[src/rtl/beam_wr_ctrl.sv]
// Write-side framing controller for the four-block beam buffer. It assigns
// per-block write addresses and tracks the block index, overflow and framing errors.
//
// state | meaning
// IDLE  | ready for i_sof, o_rdy high
// WRITE | inside a block, writing samples at the running address
// GAP   | block closed, inputs ignored while the inter-block gap elapses
module beam_wr_ctrl #(
  parameter int WDATA_WIDTH = 40,
  parameter int WADDR_WIDTH = 11,
  parameter int GAP_CYCLES  = 2
) (
  input  logic                        i_clk,
  input  logic                        i_rst_n,
  input  logic                        i_vld,
  input  logic                        i_sof,
  input  logic                        i_eof,
  input  logic [16*WDATA_WIDTH-1:0]   i_data,
  output logic                        o_rdy,
  output logic                        o_rvalid,
  output logic                        o_wr_wen,
  output logic [WADDR_WIDTH-1:0]      o_wr_addr,
  output logic [16*WDATA_WIDTH-1:0]   o_wr_data,
  output logic [1:0]                  o_blk_idx,
  output logic [WADDR_WIDTH:0]        o_blk_len,
  output logic                        o_frame_done,
  output logic                        o_err_ovf,
  output logic                        o_err_sof
);

  localparam int DW = 16 * WDATA_WIDTH;
  localparam logic [WADDR_WIDTH:0] CAP    = {1'b1, {WADDR_WIDTH{1'b0}}};
  localparam logic [WADDR_WIDTH:0] ONE    = (WADDR_WIDTH+1)'(1);
  localparam logic [3:0]           GAP_LD = 4'(GAP_CYCLES);

  typedef enum logic [1:0] {IDLE, WRITE, GAP} state_t;

  state_t                 state_q, state_d;
  logic [WADDR_WIDTH:0]   cnt_q, cnt_d;
  logic [3:0]             gap_q, gap_d;
  logic                   rdy_q, rdy_d;
  logic                   rvalid_q, rvalid_d;
  logic                   wen_q, wen_d;
  logic [WADDR_WIDTH-1:0] addr_q, addr_d;
  logic [DW-1:0]          data_q, data_d;
  logic [1:0]             idx_q, idx_d;
  logic [WADDR_WIDTH:0]   len_q, len_d;
  logic                   fdone_q, fdone_d;
  logic                   ovf_q, ovf_d;
  logic                   esof_q, esof_d;

  always_comb begin
    state_d  = state_q;
    cnt_d    = cnt_q;
    gap_d    = gap_q;
    rvalid_d = 1'b0;
    wen_d    = 1'b0;
    addr_d   = addr_q;
    idx_d    = idx_q;
    len_d    = len_q;
    fdone_d  = 1'b0;
    ovf_d    = ovf_q;
    esof_d   = 1'b0;

    case (state_q)
      IDLE: begin
        // rdy_q gates acceptance so o_rdy is exact in the first cycle after reset
        if (rdy_q && i_vld && i_sof) begin
          wen_d    = 1'b1;
          addr_d   = '0;
          cnt_d    = ONE;
          rvalid_d = 1'b1;
          if (i_eof) begin
            len_d   = ONE;
            state_d = GAP;
            gap_d   = GAP_LD;
          end else begin
            state_d = WRITE;
          end
        end
      end
      WRITE: begin
        rvalid_d = 1'b1;
        if (i_vld) begin
          if (i_sof) begin
            esof_d = 1'b1;
            wen_d  = 1'b1;
            addr_d = '0;
            cnt_d  = ONE;
            if (i_eof) len_d = ONE;
          end else if (cnt_q == CAP) begin
            ovf_d = 1'b1;
            if (i_eof) len_d = CAP;
          end else begin
            wen_d  = 1'b1;
            addr_d = cnt_q[WADDR_WIDTH-1:0];
            cnt_d  = cnt_q + ONE;
            if (i_eof) len_d = cnt_q + ONE;
          end
          if (i_eof) begin
            state_d = GAP;
            gap_d   = GAP_LD;
          end
        end
      end
      GAP: begin
        if (gap_q == 4'd0) begin
          state_d = IDLE;
          idx_d   = idx_q + 2'd1;
          fdone_d = (idx_q == 2'd3);
        end else begin
          gap_d = gap_q - 4'd1;
        end
      end
      default: state_d = IDLE;
    endcase

    rdy_d  = (state_d == IDLE);
    data_d = wen_d ? i_data : data_q;
  end

  always_ff @(posedge i_clk or negedge i_rst_n) begin
    if (!i_rst_n) begin
      state_q  <= IDLE;
      cnt_q    <= '0;
      gap_q    <= '0;
      rdy_q    <= 1'b0;
      rvalid_q <= 1'b0;
      wen_q    <= 1'b0;
      addr_q   <= '0;
      data_q   <= '0;
      idx_q    <= '0;
      len_q    <= '0;
      fdone_q  <= 1'b0;
      ovf_q    <= 1'b0;
      esof_q   <= 1'b0;
    end else begin
      state_q  <= state_d;
      cnt_q    <= cnt_d;
      gap_q    <= gap_d;
      rdy_q    <= rdy_d;
      rvalid_q <= rvalid_d;
      wen_q    <= wen_d;
      addr_q   <= addr_d;
      data_q   <= data_d;
      idx_q    <= idx_d;
      len_q    <= len_d;
      fdone_q  <= fdone_d;
      ovf_q    <= ovf_d;
      esof_q   <= esof_d;
    end
  end

  assign o_rdy        = rdy_q;
  assign o_rvalid     = rvalid_q;
  assign o_wr_wen     = wen_q;
  assign o_wr_addr    = addr_q;
  assign o_wr_data    = data_q;
  assign o_blk_idx    = idx_q;
  assign o_blk_len    = len_q;
  assign o_frame_done = fdone_q;
  assign o_err_ovf    = ovf_q;
  assign o_err_sof    = esof_q;

endmodule

[config.mk]
export PLATFORM = sky130hd
export DESIGN_NAME = beam_wr_ctrl
export DESIGN_NICKNAME = d
export VERILOG_FILES = /design/src/rtl/beam_wr_ctrl.sv
export SDC_FILE = /design/constraint.sdc
export NUM_CORES = 1
export LEC_CHECK = 0
export CAP_MARGIN = 40
export CORE_AREA = 2 2 517 519
export CTS_BUF_LIST = sky130_fd_sc_hd__clkbuf_16
export CTS_CLUSTER_DIAMETER = 80
export DETAILED_ROUTE_END_ITERATION = 10
export DIE_AREA = 0 0 519 521
export MAX_ROUTING_LAYER = met4
export RECOVER_POWER = 25
export REMOVE_ABC_BUFFERS = 1
export SLEW_MARGIN = 5
export SYNTH_ARGS = -nofsm -noshare
export SYNTH_HDL_FRONTEND = slang
export SYNTH_SLANG_ARGS = --single-unit
[constraint.sdc]
create_clock -name i_clk -period 4.4 [get_ports i_clk]
set_input_delay 0.88 -clock i_clk [delete_from_list [all_inputs] [get_ports i_clk]]
set_output_delay 0.88 -clock i_clk [all_outputs]
set_load 0.02 [all_outputs]
# Word level (Yosys, flattened, before mapping)
# Index checks and enable logic that the tools add are counted.
[totals]
reg_bits = 689
out_inout_bits = 671
[op_classes]
addsub = 3
eq_ne = 9
mux = 40
n_bitwise = 1
n_reduce_logical = 12
[ops]
columns = ["cell", "n"]
rows = [
  ["$mux 12", 11],
  ["$pmux 12 s2", 2],
  ["$mux 11", 4],
  ["$pmux 11 s2", 1],
  ["$mux 4", 4],
  ["$reduce_and 4->1", 4],
  ["$add 12x1->12 const B", 1],
  ["$eq 12x12->1 const B", 1],
  ["$pmux 4 s3", 1],
  ["$mux 2", 5],
  ["$mux 1", 9],
  ["$ne 2x2->1 const B", 3],
  ["$ne 3x3->1 const B", 2],
  ["$pmux 2 s3", 1],
  ["$eq 2x2->1 const B", 2],
  ["$logic_not 2->1", 2],
  ["$logic_not 4->1", 1],
  ["$pmux 1 s2", 2],
  ["$sub 4x1->4 const B", 1],
  ["$reduce_bool 3->1", 1],
  ["$add 2x1->2 const B", 1],
  ["$eq 2x1->1 const B", 1],
  ["$logic_and 1x1->1", 2],
  ["$reduce_and 2->1", 1],
  ["2 further kinds", 2],
]

# Depth between registers and ports, before layout
[depth]
depth_word = 6
ltp_mapped = 9
mapped_depth_nobuf = 7

# Worst setup path before layout
# OpenSTA, ideal clock, no wires.
[synth_timing]
kind = "input port to flip-flop"
start = "input port i_vld"
end = "register data_q[547] (netlist: o_wr_data[547])"
setup_time_ps = 125
t_arrival_ps = 2131
slack_ps = 2144
path_stages = 7
n_path_buf = 2
cell_sequence = "nand2b_1 -> nor2_2 -> nand2_4 -> inv_8 -> buf_6 -> buf_6 -> mux2_4"
[synth_via]
elab_chain_cells = 4
word_cells_on_any_way = 5
cone_classes = "3 x mux; 2 x reduce/logical"
[synth_lines]
columns = ["item", "line", "source"]
rows = [
  ["from (decl)", "15", "input logic i_vld,"],
  ["$logic_and 1x1->1 (2 in series)", "68", "if (rdy_q && i_vld && i_sof) begin"],
  ["$mux 1", "68", ""],
  ["$pmux 1 s2 (*)", "65", "case (state_q)"],
  ["to (signal assigned)", "145", "data_q <= data_d;"],
  ["to (decl)", "45", "logic [DW-1:0] data_q, data_d;"],
]
# Mark *: on every way between the ends. The rest lies on a longest branch, timed or not.
# A chain may end at the register's enable or synchronous reset.

==> Implementation_results.wiki <==
{| class="wikitable"
! Metric !! Value
|-
| Fraction of final layout cells sized beyond drive strength 1 || 0.2711
|-
| Number of antenna violations at the first check in global routing || 198
|-
| Count of clock tree sinks || 689
|-
| Kind of start point of the critical path || primary input
|-
| Worst min path class || flip-flop to flip-flop
|-
| Root cell of the clock tree || clkbuf_16
|-
| Transition time at the pin with the least slew margin || about 3000 ps
|-
| DRT Wirelength || 209,000 microns
|-
| Async set-or-reset flop fraction in the synthesized netlist || 1.000
|-
| Vias per std cell || a little over 3
|-
| Overall die area || 270,400 sq um
|-
| XOR/XNOR share of the synthesized area || 0.002384
|-
| Count of buffers inserted at the top-level ports || 1,315
|-
| Ordered cell list for the critical path || clkbuf_2 -> buf_12 -> clkbuf_1
|-
| Total gr overflow || 0
|-
| Die Ht || 521 microns
|-
| Number of cell instances on the worst register-to-register path || 9
|-
| First-pass GRT wire length || about 260,000 microns
|-
| Final count of negative-setup-slack endpoints || 0
|-
| H-Tree Level Count || 3
|-
| Post-Syn Area per Cell || about 18 sq um
|-
| Leak pwr || 0.02005 uW
|-
| Min-delay src || o_blk_len[9]
|-
| Placeable core region || 264,400 sq um
|-
| Post-synthesis instance area || 29,390 sq um
|-
| Synthesized netlist cell count || 1,593
|-
| Reg-to-reg setup timing slack || 1440 ps
|-
| Sw power || 17,090 uW
|-
| Number of primary I/O pins || 1,316
|-
| Via count || 20.19k
|-
| Ys flop type || dfrtp_1
|-
| Worst r2r dst || o_wr_data[213]
|-
| Fraction of the mapped netlist area in adder cells || 0.001703
|-
| Startpoint of the most critical register-to-register path || cnt_q[0]
|-
| Setup repair after global routing missed its margin || no
|-
| Worst vdd ir || 0.3856 mV
|-
| Run status || finished with violations
|-
| Remaining antenna violation count || 0
|-
| Area fraction in and, or, nand and nor cells after synthesis || 0.01639
|-
| CP Capture Type || async pin
|-
| Failing checks || capacitance limit, slew limit
|-
| Bufs on Longest Clock Path || 3
|-
| Violation count after the first detailed-route iteration || ~950
|-
| Maximum fanout count along the critical path || between 70 and 80
|-
| Slowest cell delay on critical path || around 2000 ps
|-
| Synth Warn # || 0
|-
| CTS clk-pin slew, worst paths || 60 ps
|-
| Top post-synthesis cells by count || dfrtp_1, mux2_4, buf_12
|-
| Portion of netlist area occupied by mux cells || 0.3277
|-
| Overall die width || 519 microns
|-
| Sequential element share of the synthesized area || 0.5867
|-
| Number of unique standard cell types used by synthesis || 50
|-
| Wirelength per Cell || ~32 microns
|-
| Clock insertion delay at the later pin of the skew report || 720 ps
|-
| Area used by multi-input combinational logic || 10,620 sq um
|-
| CP Data Arrival Time || 3860 ps
|-
| Period Utilization, post-route || 0.7169
|-
| Shortest clock period the worst path allows after layout || 3155 ps
|-
| Sw Share || 0.4127
|-
| Cell at the slowest stage of the critical path || clkbuf_2
|-
| Ratio of total power to cell area || 841.6 nW/um^2
|-
| Critical setup path kind || primary input to async pin
|-
| Clock group share of total power || 0.179
|-
| Final RePlAce weighted congestion || a little over 0.9
|-
| Post-detailed-route DRC marker count || 0
|-
| Cell depth of the worst min-delay path || 2
|-
| Placed insts || 6,420
|-
| Total global routing track utilization || 0.1541
|-
| TritonCTS clock tree || done
|-
| Number of nets in the layout || 3,629
|-
| Ranking of synthesized cells by area || dfrtp_1, mux2_4, buf_12, o21ai_0, inv_1
|-
| Number of max-cap violations || 1
|-
| F_max || 0.3170 GHz
|-
| Number of hold violations in the final report || 0
|-
| Worst hold endpoint || o_blk_len[9]
|-
| Post-cts resize count || 0
|-
| Most repeated cell in the gate-level netlist after synthesis || dfrtp_1
|-
| Total internal power || about 24,000 uW
|-
| Fraction of power consumed by combinational cells || 0.540
|-
| HPWL Detailed || about 180,000 microns
|-
| Inserted Clock Buffers || 91
|-
| Row cnt || roughly 190
|-
| Hold WS || between 400 and 500 ps
|-
| Max Slew Vio Count || 73
|-
| TritonRoute pass-1 iters || 5
|-
| Number of buffers inserted for hold repair after clock tree synthesis || 0
|-
| Clock Skews || between 30 and 40 ps
|-
| Critical path data required time || 5110 ps
|-
| Pin count of the biggest net entering global routing || 101
|-
| Count of fill cells added during filler insertion || 28.56k
|-
| Sequential share of power || 0.282
|-
| Initial Util || 0.1112
|-
| Worst max-slew margin expressed relative to the limit || -1.038
|-
| Share of the synthesized area in compound gates (AO/OA/AOI/OAI) || 0.01316
|-
| Relative area change from synthesis to final layout || 67.44%
|-
| Setup Buffers After CTS || 0
|-
| Number of flops mapped to enable cells by yosys || 0
|-
| Vias in the first global route || 21.57k
|-
| Area fraction of the dominant cell type after synthesis || 0.5867
|-
| Cell type with the highest aggregate area in the netlist || dfrtp_1
|-
| Synth Register Bits || 689
|-
| Final cell count without fillers || 6,628
|-
| Area of all sequential standard cells || 17,240 sq um
|-
| Main combinational cell family by area after synthesis || multiplexers
|}
[placed cells by master (no fill, tap or decap), drive strengths merged, types with 2 or more instances in the layout]
master / netlist / layout
mux2i: 3 / 3
diode: 0 / 44
or3: 3 / 3
and3: 3 / 3
a22o: 3 / 3
a32o: 2 / 2
nor4b: 3 / 3
clkinv: 0 / 36
nand3b: 2 / 2
o21ai: 28 / 28
nor3: 5 / 5
bufinv: 0 / 7
a21oi: 7 / 7
a31o: 2 / 2
xnor2: 7 / 7
ha: 4 / 4
nand4: 10 / 10
o2bb2ai: 4 / 4
nand3: 12 / 12
nor2: 11 / 11
inv: 23 / 50
a31oi: 4 / 4
o22ai: 2 / 2
nand2: 21 / 21
dfrtp: 689 / 689
clkdlybuf4s50: 0 / 1313
clkbuf: 9 / 114
buf: 74 / 42
mux2: 641 / 641
nor2b: 2 / 2
nand2b: 4 / 4
nor3b: 2 / 2
[sequential cells by signal, summed over array words and instances, names as in the netlist, 2 cells and up]
signal	flops
o_wr_data	640
cnt_q	12
o_blk_len	12
o_wr_addr	11
gap_q	4
o_blk_idx	2
state_q	2
[layer usage]
layer	share of wire	global-route usage	vias up
met5	0	-	-
met4	0.033	0.03971	0
met3	0.21	0.1447	463
met2	0.42	0.2224	1390
met1	0.34	0.1469	9840
li1	-	-	8492
[stage by stage]
stage	setup TNS, ps	power [uW]	instance area, sq um	utilization	setup WS [ps]
floorplan	-874820	21930	27960	-	-1396
global placement	0	34180	46240	0.1749	783.6
detailed placement	0	34290	46290	0.1751	723.5
CTS	0	42160	49180	0.1860	1370
global route	0	43640	49200	0.1861	745.2
finish	0	41410	49210	0.1861	1245
[power by group through the flow]
stage	logic [uW]	clock network, uW	registers [uW]
after floorplan	6970	0	15000
after global placement	22600	0	11600
after detailed placement	22600	0	11600
after CTS	22800	7720	11700
after global routing	23700	7920	12000
final	22400	7400	11700
[final cells by class]
cell class,count,share of cell area
Timing Repair Buffer,1377,0.2806
Clock inverter,71,0.01149
Inverter,23,0.002288
Sequential cell,689,0.3504
Clock buffer,93,0.04729
Multi-Input combinational cell,798,0.2158
Tap cell,3533,0.08983
Antenna cell,44,0.002238
[worst max-delay path: cells and delay by family]
kind	cells	cell delay (ps)
buffers and inverters	3	2920
[how the worst max path moves through the flow]
stage | from | cells past startpoint | slack (ps) | endpoint
floorplan | i_vld | 5 | -1400 | o_wr_data[582]
global placement | i_sof | 9 | 780 | o_wr_data[301]
detailed placement | i_sof | 9 | 720 | o_wr_data[445]
CTS | o_wr_data[363] | 1 | 1370 | o_wr_data[363]
global route | i_rst_n | 3 | 750 | o_wr_data[161]
finish | i_rst_n | 3 | 1250 | o_wr_data[230]
[cell families after synthesis]
logic type	Yosys count
and+or+nand+nor	81
AOI/OAI and AO/OA	61
DFF	689
muxes	644
xor gates and xnor gates	8
buffers and inverters	106
adders and majority gates	4
Power figures use the tool's default switching activity.
==> variant 1: new RTL, same flow settings <==
Change the parameter `WADDR_WIDTH` from 11 to 13.
--- a/src/rtl/beam_wr_ctrl.sv
+++ b/src/rtl/beam_wr_ctrl.sv
@@ -7,7 +7,7 @@
 // GAP   | block closed, inputs ignored while the inter-block gap elapses
 module beam_wr_ctrl #(
   parameter int WDATA_WIDTH = 40,
-  parameter int WADDR_WIDTH = 11,
+  parameter int WADDR_WIDTH = 13,
   parameter int GAP_CYCLES  = 2
 ) (
   input  logic                        i_clk,
Interface: changed (resized o_blk_len and o_wr_addr); port bits go from 1316 to 1320. No check against the original RTL was run, so the function may have changed too.
==> variant 1 against the original RTL <==
The flow still finishes with violations (max-capacitance violations, max-slew violations); core utilization fell by 0.73 points; wire length rose by 2.3%; sequential cell count rose by 6; worst setup slack got worse by 0.18 ns; clock power rose by 8.0%; area after synthesis fell by 8.4%; power fell by 9.4%; design area fell by 3.9%; critical endpoint is now gap_q[2]$_DFFE_PN0P_; largest power group unchanged.
==> variant 1: results (changes against the original RTL) <==
metric,value,unit,change
DP HPWL,182,mm,about the same
Clock Skew,0.0381,ns,+0.00597 ns
largest net degree at the start of global routing,154,,+52%
Sw Ratio,0.454,,+0.0416
drt first-iter violations,1448,,+53%
Total Routing Usage GR,0.158,,+0.00396
post-DR vias/cell,3.25,,+6.6%
maxcap violations,1,,unchanged
sequential area share after synthesis,0.646,,+0.0593
number of global-route vias before repair,26700,,+24%
sequential cell area share,0.368,,+0.0175
r2r setup slk,1.08,ns,-0.36 ns
Syn Area/Cell,9.06,sq um,-51%
comb_multi_in,2110,,+160%
Unique masters post-synth,40,,-20%
"non-filler cells, final",7919,,+19%
# clk buffers,97,,+4.3%
multi-input logic area,8310,sq um,-22%
outcome,"finished, violations left",,
hold endpoint,o_wr_data[484]$_DFFE_PN0P_,,
IO buf count,1319,,+0.30%
Filler cells,29500,,+3.3%
ClkCell Share,0.0676,,+0.00881
first-pass GRT wire length,273,mm,+5.4%
Area contributors post-synth,"dfrtp_1 65%, nand2_1 28%, buf_6 2.8%, buf_2 1.4%, o21ai_0 0.59%",,
Non-clk invs,9,,-61%
worst slew pin tran,3.26,ns,+0.199 ns
failing checks,"max-capacitance violations, max-slew violations",,
Clk. pwr,7.99,mW,+8.0%
buffer share of cell area,0.293,,+0.0125
worst path arrival time,4.05,ns,+0.19 ns
"Slew Viols, Final",83,,+14%
Leakage Power,21.5,nW,+7.4%
wire length per cell,27.0,um,-14%
maximum VDD drop,367,uV,-4.9%
variant 1: changes by cell type after synthesis, moves of 5 or more:
cell and delta:
nand4_1 -6, mux2_2 -5, nor2_1 +10, buf_6 +61, nand2_1 +1953, o31ai_1 +8
dfrtp_1 +6, mux2_4 -635, clkbuf_1 +5, buf_12 -66, inv_1 -14, xor2_1 +8
buf_2 +74
variant 1: stage by stage:
step | worst slack, ns | instance area (sq um)
final | 1.07 | 47300
after floorplan | -31.46 | 25700
after global placement | 1.05 | 44100
after CTS | 1.13 | 47300
after global routing | 0.501 | 47300
after detailed placement | 0.961 | 44100
variant 1: worst max path at each step:
stage	from	to	slack, ns
finish	i_rst_n	gap_q[2]$_DFFE_PN0P_	1.07
global route	i_rst_n	gap_q[2]$_DFFE_PN0P_	0.50
CTS	cnt_q[0]$_DFFE_PN0P_	o_wr_data[450]$_DFFE_PN0P_	1.13
detailed placement	i_vld	o_wr_data[99]$_DFFE_PN0P_	0.96
global placement	i_sof	o_wr_data[69]$_DFFE_PN0P_	1.05
floorplan	cnt_q[0]$_DFFE_PN0P_	cnt_q[7]$_DFFE_PN0P_	-31.46
variant 1: metal layers:
layer	part of all wire	track usage	vias up
li1	-	-	11700
met1	0.38	0.170	12400
met2	0.42	0.224	1262
met3	0.17	0.122	280
met4	0.025	0.0410	0
met5	0	-	-
variant 1: cells by family after synthesis:
logic type / Yosys count / synth area share
AO/OA/AOI/OAI: 57 / 0.0131
XOR/XNOR: 15 / 0.00488
adder cells (fa/ha/maj): 5 / 0.00232
buffers and inverters: 167 / 0.0455
flip-flops: 695 / 0.646
multiplexers: 2 / 0.000790
AND/OR/NAND/NOR: 2031 / 0.287
==> variant 2: new RTL, same settings <==
Made on the original files. Register the output `o_err_ovf` once more, without a reset; this adds one clock of latency there. The other outputs are not delayed to match.
--- a/src/rtl/beam_wr_ctrl.sv
+++ b/src/rtl/beam_wr_ctrl.sv
@@ -159,7 +159,9 @@
   assign o_blk_idx    = idx_q;
   assign o_blk_len    = len_q;
   assign o_frame_done = fdone_q;
-  assign o_err_ovf    = ovf_q;
+  always_ff @(posedge i_clk) begin
+    o_err_ovf <= ovf_q;
+  end
   assign o_err_sof    = esof_q;
 
 endmodule
Function: not settled (the Yosys comparison gave no result); the edit may change what the design does.
==> variant 2 against the original RTL <==
The flow still finishes with violations (max-capacitance violations, max-slew violations); sequential cell count increased by 1; wire length increased by 0.61%; design area decreased by 0.15%; clock power increased by 3.1%; area after synthesis about the same; final cell count about the same; clock skew increased by 0.0084 ns; via count decreased by 1.0%; power increased by 1.2%; global-route usage increased by 0.14 points; worst setup slack got worse by 0.25 ns; critical path depth decreased by 1; critical path type unchanged.
==> variant 2: results (changes against the original RTL) <==
metric,value,unit,change
Area contributors post-synth,"dfrtp_1 59%, mux2_4 32%, buf_12 4.5%, o21ai_0 0.48%, inv_1 0.28%",,
maximum VDD drop,462,uV,+20%
number of global-route vias before repair,21700,,+0.48%
drt pass-1 iters,4,,-1
maxcap violations,1,,unchanged
drt first-iter violations,885,,-6.7%
clk_lat worst skew,0.76,ns,+0.04 ns
Met2 Wirelength,86.8,mm,-0.42%
hold_ws,0.429,ns,-0.0553 ns
final WL,210,mm,+0.61%
Unique masters post-synth,51,,+2.0%
total CTS buffers,94,,+3.3%
Worst path slowest cell,clkbuf_2,,
relative slew slack,-1.31,,-0.271
"Slew Viols, Final",68,,-6.8%
initial antenna violation count,161,,-19%
sequential area share after synthesis,0.587,,about the same
Worst R2R End,o_wr_data[26]$_DFFE_PN0P_,,
gpl congestion,0.927,,+0.25%
met1 global-route usage,0.148,,+0.00116
Metal-1 WL,72.2,mm,+2.4%
FF-to-FF Start,cnt_q[0]$_DFFE_PN0P_,,
# nets final,3622,,-0.19%
Inst Count DP,6409,,-0.17%
CP max stage delay,2.32,ns,+0.33 ns
Min-Delay Startpoint,ovf_q$_DFFE_PN0P_,,
root buf cell,clkbuf_16,,
cells on worst reg2reg path,8,,-1
hold depth,0,,-2
failing checks,"max-capacitance violations, max-slew violations",,
crit path to,o_wr_data[61]$_DFFE_PN0P_,,
Leakage Power,20.0,nW,-0.29%
"FFs w/ async S/R, synth",0.999,,-0.00145
first-pass GRT wire length,260,mm,+0.51%
grt met3 use,0.149,,+0.00411
Total Routing Usage GR,0.156,,+0.00141
largest net degree at the start of global routing,107,,+5.9%
switching power,17.7,mW,+3.4%
Setup WS pre-CTS,0.634,ns,-0.0890 ns
fin crit period,3.40,ns,+0.247 ns
share of cells above drive strength 1,0.270,,-0.00152
placed cell areas,46100,sq um,-0.45%
r2r setup slk,1.19,ns,-0.25 ns
outcome,"finished, violations left",,
GR Layer Usage met2,0.220,,-0.00244
Post-Synthesis Cells,1594,,+0.063%
worst path arrival time,4.16,ns,+0.30 ns
DP HPWL,181,mm,-0.40%
wire length per cell,31.7,um,+0.69%
CP max FO,71,,-7.8%
hold endpoint,o_err_ovf$_DFF_P_,,
post-DR vias/cell,3.02,,-0.97%
Clock Skew,0.0405,ns,+0.00843 ns
met3 WL,44.8,mm,+1.1%
-- variant 2: power groups by stage --
stage / Clock (mW) / Sequential (mW) / Combinational, mW
finish: 7.63 / 11.7 / 22.6
detailed placement: 0 / 11.7 / 22.9
CTS: 7.96 / 11.7 / 23.1
global route: 8.15 / 12.1 / 24.0
floorplan: 0 / 15.0 / 6.97
global placement: 0 / 11.7 / 22.9
-- variant 2: kinds of logic after synthesis --
kind of cell | count (synthesis) | synth area share
multiplexers | 644 | 0.328
flip-flops | 690 | 0.587
AO/OA/AOI/OAI | 61 | 0.0131
adder cells (fa/ha/maj) | 4 | 0.00170
buffers and inverters | 106 | 0.0519
XOR/XNOR | 8 | 0.00238
AND/OR/NAND/NOR | 81 | 0.0164
-- variant 2: area by class of cell --
cell class / count / area (sq um)
clock inverter: 75 / 652
tap: 3533 / 4420
multi-input combinational: 798 / 10600
inverter: 23 / 113
clock buffer: 94 / 2350
fill: 28600 / 215000
antenna: 44 / 110
timing repair buffer: 1366 / 13600
sequential: 690 / 17300
